===== src/rtl/serial_byte_rx.sv =====
// Serial byte receiver with comma-based byte alignment.
// Bits arrive MSB first. A comma symbol (COM) marks a candidate byte boundary. LOCK_COUNT
// consecutive aligned commas lock the receiver. Once locked, every non-comma byte is
// presented on data_out with a one-cycle valid_out strobe. Comma bytes are treated as idle.
module serial_byte_rx #(
    parameter logic [7:0]  COM        = 8'hBC,
    parameter int unsigned LOCK_COUNT = 4
) (
    input  logic       CLK,
    input  logic       RESET,
    input  logic       data_in,
    output logic [7:0] data_out,
    output logic       valid_out,
    output logic       active
);

    localparam int unsigned CntW = (LOCK_COUNT > 1) ? $clog2(LOCK_COUNT + 1) : 1;
    localparam logic [CntW-1:0] LockCnt = CntW'(LOCK_COUNT);
    localparam logic [CntW-1:0] OneCnt  = CntW'(1);

    typedef enum logic [1:0] {StSearch, StSync, StActive} state_e;

    state_e          state_q;
    logic [7:0]      sr_q;
    logic [7:0]      sr_d;
    logic [2:0]      bit_cnt_q;
    logic [CntW-1:0] com_cnt_q;
    logic [CntW-1:0] com_cnt_inc;
    logic [7:0]      data_q;
    logic            valid_q;
    logic            active_q;
    logic            is_com;
    logic            boundary;

    // Next shift-register value and the per-edge decode of the byte it holds.
    always_comb begin
        sr_d        = {sr_q[6:0], data_in};
        is_com      = (sr_d == COM);
        boundary    = (bit_cnt_q == 3'd7);
        com_cnt_inc = (com_cnt_q == LockCnt) ? com_cnt_q : com_cnt_q + OneCnt;
    end

    // Alignment FSM. It also registers the shift register, the counters and all outputs.
    always_ff @(posedge CLK or posedge RESET) begin
        if (RESET) begin
            state_q   <= StSearch;
            sr_q      <= 8'h00;
            bit_cnt_q <= 3'd0;
            com_cnt_q <= '0;
            data_q    <= 8'h00;
            valid_q   <= 1'b0;
            active_q  <= 1'b0;
        end else begin
            sr_q    <= sr_d;
            valid_q <= 1'b0;
            unique case (state_q)
                StSearch: begin
                    // Any bit position can start a byte here, so the bit counter is not used.
                    if (is_com) begin
                        bit_cnt_q <= 3'd0;
                        com_cnt_q <= OneCnt;
                        if (LOCK_COUNT <= 1) begin
                            state_q  <= StActive;
                            active_q <= 1'b1;
                        end else begin
                            state_q <= StSync;
                        end
                    end
                end
                StSync: begin
                    bit_cnt_q <= bit_cnt_q + 3'd1;
                    if (boundary) begin
                        if (is_com) begin
                            com_cnt_q <= com_cnt_inc;
                            if (com_cnt_inc == LockCnt) begin
                                state_q  <= StActive;
                                active_q <= 1'b1;
                            end
                        end else begin
                            // Alignment was wrong. Drop the byte and hunt again.
                            state_q   <= StSearch;
                            com_cnt_q <= '0;
                        end
                    end
                end
                StActive: begin
                    // Locked for good. Only reset leaves this state, and commas are idle fill.
                    bit_cnt_q <= bit_cnt_q + 3'd1;
                    if (boundary && !is_com) begin
                        data_q  <= sr_d;
                        valid_q <= 1'b1;
                    end
                end
                default: begin
                    state_q   <= StSearch;
                    com_cnt_q <= '0;
                    active_q  <= 1'b0;
                end
            endcase
        end
    end

    assign data_out  = data_q;
    assign valid_out = valid_q;
    assign active    = active_q;

endmodule


===== config.mk =====
export PLATFORM = sky130hd
export DESIGN_NAME = serial_byte_rx
export DESIGN_NICKNAME = d
export VERILOG_FILES = /design/src/rtl/serial_byte_rx.sv
export SDC_FILE = /design/constraint.sdc
export NUM_CORES = 1
export LEC_CHECK = 0
export CAP_MARGIN = 15
export CORE_MARGIN = 1.5
export CORE_UTILIZATION = 40
export DETAILED_ROUTE_END_ITERATION = 10
export GPL_TIMING_DRIVEN = 0
export PLACE_DENSITY = 0.61
export RECOVER_POWER = 25
export SLEW_MARGIN = 10
export SYNTH_ARGS = -nofsm -noshare
export SYNTH_HDL_FRONTEND = slang
export SYNTH_SLANG_ARGS = --single-unit

===== constraint.sdc =====
create_clock -name CLK -period 2.6 [get_ports CLK]
set_input_delay 0.52 -clock CLK [delete_from_list [all_inputs] [get_ports CLK]]
set_output_delay 0.52 -clock CLK [all_outputs]
set_load 0.01 [all_outputs]

======== Word-level counts from Yosys, hierarchy flattened ========
Cells that the tools add are included.
operators by class
  add/sub/neg operators ................... 2
  equal/unequal tests ..................... 11
  muxes and demuxes ....................... 18
  bitwise operators ....................... 2
  reduce and logical (&&, ||, !) cells .... 11
operators with widths
  cell                                           number
  2-to-1 mux 3 bit                               5
  == test 3 bit, second input constant           3
  case mux 3 bit (3 select lines)                1
  == test 8 bit, second input constant           1
  2-to-1 mux 2 bit                               4
  inequality test 2 bit, second input constant   4
  AND reduction 4 bit                            2
  adder 3 x 1 -> 3 bit, second input constant    2
  case mux 2 bit (3 select lines)                1
  case mux 3 bit (2 select lines)                1
  2-to-1 mux 1 bit                               5
  AND reduction 2 bit                            2
  OR reduction 2 bit                             2
  inequality test 3 bit, second input constant   1
  AND reduction 3 bit                            1
  == test 2 x 1 -> 1 bit, second input constant  1
  == test 2 bit, second input constant           1
  zero test 2 bit                                1
  NOT 1 bit                                      2
  case mux 1 bit (2 select lines)                1
  nonzero test 2 bit                             1
  logical AND 1 bit                              1
  zero test 1 bit                                1
word-level totals
  register bits after elaboration ......... 25
  input port bits ......................... 3
  output and inout port bits .............. 10
  logic and storage cells ................. 51

======== Logic depth before layout (Yosys ltp) ========
Gate-level depths: netlist of the first run.
  word-level depth ........................ 7
  mapped depth ............................ 6
  depth with buffers taken out ............ 6

======== Worst setup path before layout of the first run ========
Ideal clock, no wire load.
  path type ............................... input to register
  start ................................... input data_in
  end ..................................... register data_q[0], in the netlist data_out[0]
  setup time .............................. 0.125 ns
  arrival time ............................ 1.861 ns
  required time ........................... 2.475 ns
  slack ................................... 0.614 ns
  cell stages on the path ................. 5
  path through ............................ or4b_4 > or2_1 > and3_4 > buf_6 > mux2_4
on the way
  longest elaborated chain between the ends .. 4
RTL lines
  what                                  line  RTL
  from (decl)                           11    input logic data_in,
  == test 8 bit                         38    is_com = (sr_d == COM);
  zero test 1 bit                       89    if (boundary && !is_com) begin
  logical AND 1 bit                     89
  AND reduction 2 bit (no source line)  n/a
  to (signal assigned)                  90    data_q <= sr_d;
  to (decl)                             29    logic [7:0] data_q;
Parallel ways exist; a longest one is shown, timed or not.
A chain may end at the register's enable or synchronous reset.

======== Worst setup path after layout of the first run ========
  start ................................... input data_in
  end ..................................... register data_q[3], in the netlist data_out[3]
on the way
  longest elaborated chain between the ends .. 4
RTL lines
  what                                  line
  == test 8 bit                         38
  zero test 1 bit                       89
  logical AND 1 bit                     89
  AND reduction 2 bit (no source line)  n/a
Every way passes these cells.

==> impl_metrics.tcl, run 1 <==
set metrics [dict create \
    synthFlopType "dfrtp_1" \
    irDropWorstVdd_uv 293 \
    cts_tree "done" \
    drtIter0Drc 25 \
    highest_layer "met4" \
    cts_buffers 3 \
    endpoint_kind "flop" \
    arrival_ns 2.52 \
    dp_slack_ns 0.0799 \
    synth_area_leader_cell "dfrtp_1" \
    synth_top_cells_by_area "dfrtp_1, mux2_4, ha_1" \
    core_mm2 0.00278 \
    grt_pass1_wl_um 3640 \
    met3WireLength_um 42 \
    drv_slew 0 \
    antenna_cells 0 \
    final_util 0.495 \
    grt_max_degree 26 \
    grt_pass1_vias 810 \
    drc_errors 0 \
    finClkSkew_ns 0.00116 \
    outcome "complete, no violations" \
    dr_wl_met2_um 940 \
    min_period_ns 2.30 \
    dp.cells 136 \
    design_area_mm2 0.00138 \
    synth_edf_count 0 \
    die_w_um 57.5 \
    grt_use_total 0.141 \
    layout_setup_ws_ns 0.304 \
    cts-root-buf "clkbuf_4" \
    yosysMostFrequentCell "dfrtp_1" \
    clock_path_buffers 2 \
    die_h_um 57.5 \
    row_count 19 \
    routed_wl_um 2070 \
    fmax_mhz 435 \
    synthCells 93 \
    setup_tns_ns 0 \
    final_cells 140 \
    rsz0062_at_grt "false" \
    initial_core_util 0.427 \
    critPathKind "input port to flop" \
    holdWs_ns 0.430 \
    required_ns 2.82 \
    grt_antenna_before_repair 0 \
    placed_area_mm2 0.00135 \
    tightest_slew_ns 0.937 \
    syn_area_per_cell_um2 12.8 \
    clk_pin_slew_ns 0.14 \
    synth_area_mm2 0.00119 \
    p_leak_nw 0.636 \
    hp-class "flop to flop" \
    p_total_mw 0.684 \
    cts_resized 0 \
    grt_overflow 0 \
    syn_to_final_growth_pct 15.9 \
    ant_nets 0 \
    post_drt_wl_per_cell_um 14.8 \
    setup_viol 0 \
    clk_latency_ns 0.32 \
    firstDrtPassIters 4 \
    wl_met1_um 1070 \
    syn-num-nets 103 \
    powerDensity_mw_per_mm2 496 \
    fill_cells 256 \
    gp_congestion 0.818 \
    synth-seq-cells 25 \
    htree_levels 1 \
    ys_seq_area_frac 0.526 \
    dp_hpwl_um 1470 \
    io_pins 13 \
    maxSlewHeadroom 0.375 \
    synth_top_area_frac 0.526 \
    synth_cell_types 35 \
    yosysWarnings 0 \
    clock-sinks 25 \
    drive_gt1_frac 0.165 \
    cp_max_fo 9 \
    start_kind "input port" \
    cts_hold_buf 0 \
    fin_crit_sh 0.883 \
    yosys-top-cells-count "dfrtp_1, mux2_4, ha_1" \
    synthArstFlopShare 1.00 \
    cts_setup_buffers 0 \
    drv_cap 0 \
    fin_nets 120 \
    finalHoldViolCount 0 \
    routed-via-count 758 \
    vias_per_cell 5.41 \
    die_area_mm2 0.00331 \
    port-buffer-count 12 \
]
==> critical path: stages <==
cell and delay [ns]:
dlygate4sd3_1 0.57, or4b_4 0.51, or2_1 0.28, and3_4 0.19, buf_6 0.14, mux2_4 0.30
==> registers in the layout (all words and copies together), names as in the netlist <==
name	cells
valid_out	1
sr_q	7
bit_cnt_q	3
state_q	2
com_cnt_q	3
data_out	8
active	1
==> layout make-up <==
cell class	instances	area, µm²	share of cell area
Sequential cell	25	626	0.454
Multi-Input combinational cell	61	529	0.384
Timing Repair Buffer	12	120	0.0872
Tap cell	31	38.8	0.0282
Clock buffer	3	22.5	0.0163
Inverter	6	22.5	0.0163
Buffer	1	11.3	0.00817
Clock inverter	1	7.51	0.00545
==> metal layers <==
layer  GRT usage  up-vias
li1            -      371
met1       0.201      375
met2       0.218       10
met3      0.0204        2
met4      0.0532        0
met5           0        -
==> placed cells by master, fill, tap and decap left out <==
cell type / instances
and3_1: 4
o211ai_1: 1
nand3b_1: 1
ha_1: 7
dlygate4sd3_1: 2
nand2b_1: 1
clkinvlp_4: 1
or4b_4: 1
inv_1: 6
buf_6: 1
o21a_1: 1
or2_1: 1
nand2_1: 2
nor3_1: 1
nand4_1: 1
o2bb2ai_1: 2
mux2_4: 8
a221o_1: 3
clkdlybuf4s50_1: 10
mux2i_1: 1
o22a_1: 1
o31ai_1: 2
nor2_1: 4
a21oi_1: 1
a21o_1: 1
nor2_2: 1
a22oi_1: 1
a22o_1: 1
or3_1: 1
nor2b_1: 2
nor4_1: 1
o2111ai_1: 1
o21ai_0: 2
clkbuf_4: 3
nand3_1: 3
dfrtp_1: 25
o21ai_1: 1
mux2_2: 2
and3_4: 1
==> cell families (layout without fill, tap and decap cells) <==
logic type,count (synthesis),in the layout,share of synthesized area
compound gates,18,18,0.117
fa+ha+maj,7,7,0.0737
buf+inv,7,23,0.0284
flops,25,25,0.526
mux,11,11,0.128
simple gates,25,25,0.126
==> power by group <==
part / internal [mW] / total [mW] / switching [mW]
Combinational: 0.0346 / 0.0859 / 0.0513
Clock: 0.0587 / 0.181 / 0.122
Sequential: 0.403 / 0.417 / 0.0141
==> worst paths after layout <==
kind | end | depth (start not counted) | from | slack (ns)
min reg2reg | sr_q[2]$_DFF_PP0_ | 0 | sr_q[1]$_DFF_PP0_ | 0.43
max | data_out[3]$_DFFE_PP0P_ | 6 | data_in | 0.30
max reg2reg | data_out[3]$_DFFE_PP0P_ | 5 | sr_q[5]$_DFF_PP0_ | 0.60
min | sr_q[2]$_DFF_PP0_ | 0 | sr_q[1]$_DFF_PP0_ | 0.43
min in group asynchronous | data_out[5]$_DFFE_PP0P_ | 2 | RESET | 0.83
max in group asynchronous | valid_out$_DFF_PP0_ | 2 | RESET | 1.21
(Power assumes the default switching activity.)
==> run 2: changes to the inputs <==
--- a/config.mk
+++ b/config.mk
@@ -5,13 +5,12 @@
 export SDC_FILE = /design/constraint.sdc
 export NUM_CORES = 1
 export LEC_CHECK = 0
-export CAP_MARGIN = 15
-export CORE_MARGIN = 1.5
 export CORE_UTILIZATION = 40
 export DETAILED_ROUTE_END_ITERATION = 10
 export GPL_TIMING_DRIVEN = 0
 export PLACE_DENSITY = 0.61
 export RECOVER_POWER = 25
+export SETUP_SLACK_MARGIN = 0.1
 export SLEW_MARGIN = 10
 export SYNTH_ARGS = -nofsm -noshare
 export SYNTH_HDL_FRONTEND = slang
==> run 2 against run 1 <==
Compared with the run above: cell area is essentially flat; sequential power is essentially flat; critical path type unchanged; routed wire length shrank 6.6%; combinational power shrank 0.7%; die area shrank 3.4%; sequential cell count is the same; clock power is essentially flat; worst hold slack lost 0.0082 ns; non-clock buffer count is the same; global-route usage grew 0.67 points.
==> impl_metrics.tcl, run 2 (synthesis results as in run 1) <==
set metrics [dict create \
    outcome "complete, no violations" \
    clock-sinks 25 \
    seqCellArea_um2 626 \
    grt_pass1_vias 818 \
    dp_hpwl_um 1400 \
    dp.cells 136 \
    required_ns 2.82 \
    powerDensity_mw_per_mm2 495 \
    clk_pin_slew_ns 0.14 \
    htree_levels 1 \
    fin_crit_sh 0.889 \
    arrival_ns 2.53 \
    cts_hold_buf 0 \
    die_w_um 56.5 \
    cts_tree "done" \
    post_drt_wl_per_cell_um 13.8 \
    grt_pass1_wl_um 3680 \
    cts-root-buf "clkbuf_4" \
    grt_antenna_before_repair 0 \
    gp_congestion 0.813 \
    grt_use_total 0.147 \
    irDropWorstVdd_uv 288 \
    antenna_cells 0 \
    multi_input_area_um2 529 \
    die_area_mm2 0.00319 \
    port-buffer-count 12 \
    start_kind "input port" \
    layout_setup_ws_ns 0.290 \
    routed-via-count 760 \
    maxSlewHeadroom 0.397 \
    fill_cells 259 \
    layout_commonest_cell "dfrtp_1" \
    drv_cap 0 \
    drive_gt1_frac 0.165 \
    vias_per_cell 5.43 \
    finClkSkew_ns 0.00146 \
    rsz0062_at_grt "false" \
    routed_wl_um 1930 \
    fmax_mhz 433 \
    setup_tns_ns 0 \
    grt_max_degree 26 \
    cts_setup_buffers 0 \
    p_leak_nw 0.641 \
    min_period_ns 2.31 \
    endpoint_kind "flop" \
    core_mm2 0.00278 \
    firstDrtPassIters 4 \
    tightest_slew_ns 0.903 \
    layout_common_cells "dfrtp_1, clkdlybuf4s50_1, mux2_4" \
    dp_slack_ns 0.0726 \
    io_pins 13 \
    clk_latency_ns 0.31 \
    row_count 19 \
    drc_errors 0 \
    fin_nets 120 \
    cts_resized 0 \
    finalHoldViolCount 0 \
    die_h_um 56.5 \
    largest_reg_flops 8 \
    setup_viol 0 \
    hp-class "flop to flop" \
    drv_slew 0 \
    grt_overflow 0 \
    cts_buffers 3 \
    drtIter0Drc 34 \
    final_cells 140 \
    syn_to_final_growth_pct 16.0 \
    initial_core_util 0.427 \
    critPathKind "input port to flop" \
    ant_nets 0 \
    clock_path_buffers 2 \
    cp_max_fo 9 \
]
==> run 2: metrics by stage <==
stage	power [mW]	utilization	area, µm²	hold slack, ns
after CTS	0.695	0.496	1380	0.428
final	0.683	0.496	1380	0.422
after floorplan	0.487	-	1190	0.367
after detailed placement	0.511	0.484	1350	0.392
after global routing	0.723	0.496	1380	0.447
after global placement	0.507	0.484	1350	0.391
==> run 2: power by group <==
part	internal, mW	total [mW]	switching [mW]
registers	0.403	0.417	0.0139
logic	0.0346	0.0853	0.0507
clock network	0.0624	0.180	0.118
total	0.500	0.683	0.182
==> run 2: path summary, 6_finish.rpt <==
kind / start / slack [ns] / cells after the start / endpoint
setup / recovery: data_in / 0.29 / 6 / data_out[2]$_DFFE_PP0P_
hold / removal: sr_q[1]$_DFF_PP0_ / 0.42 / 0 / sr_q[2]$_DFF_PP0_
setup reg to reg: sr_q[5]$_DFF_PP0_ / 0.61 / 5 / data_out[2]$_DFFE_PP0P_
hold reg to reg: sr_q[1]$_DFF_PP0_ / 0.42 / 0 / sr_q[2]$_DFF_PP0_
max in group asynchronous: RESET / 1.24 / 2 / data_out[3]$_DFFE_PP0P_
min in group asynchronous: RESET / 0.82 / 2 / data_out[4]$_DFFE_PP0P_
==> run 2: layout make-up <==
cell class              count  share of cell area
plain buffers               1             0.00817
clock buffers               3              0.0163
clock inverters             1             0.00635
inverters                   6              0.0163
multi-input cells          61               0.384
flip-flops and latches     25               0.454
well taps                  31              0.0281
repair buffers             12              0.0871
==> run 2: metal layers <==
layer,track usage,share of wire,vias to the layer above
li1,-,-,375
met1,0.211,0.50,377
met2,0.222,0.47,6
met3,0.0230,0.020,2
met4,0.0627,0.0088,0
met5,0,0,-
==> run 2: critical path: stages <==
cell and delay [ns]:
dlygate4sd3_1 0.58, or4b_4 0.51, or2_1 0.28, and3_4 0.19, buf_6 0.14, mux2_4 0.30
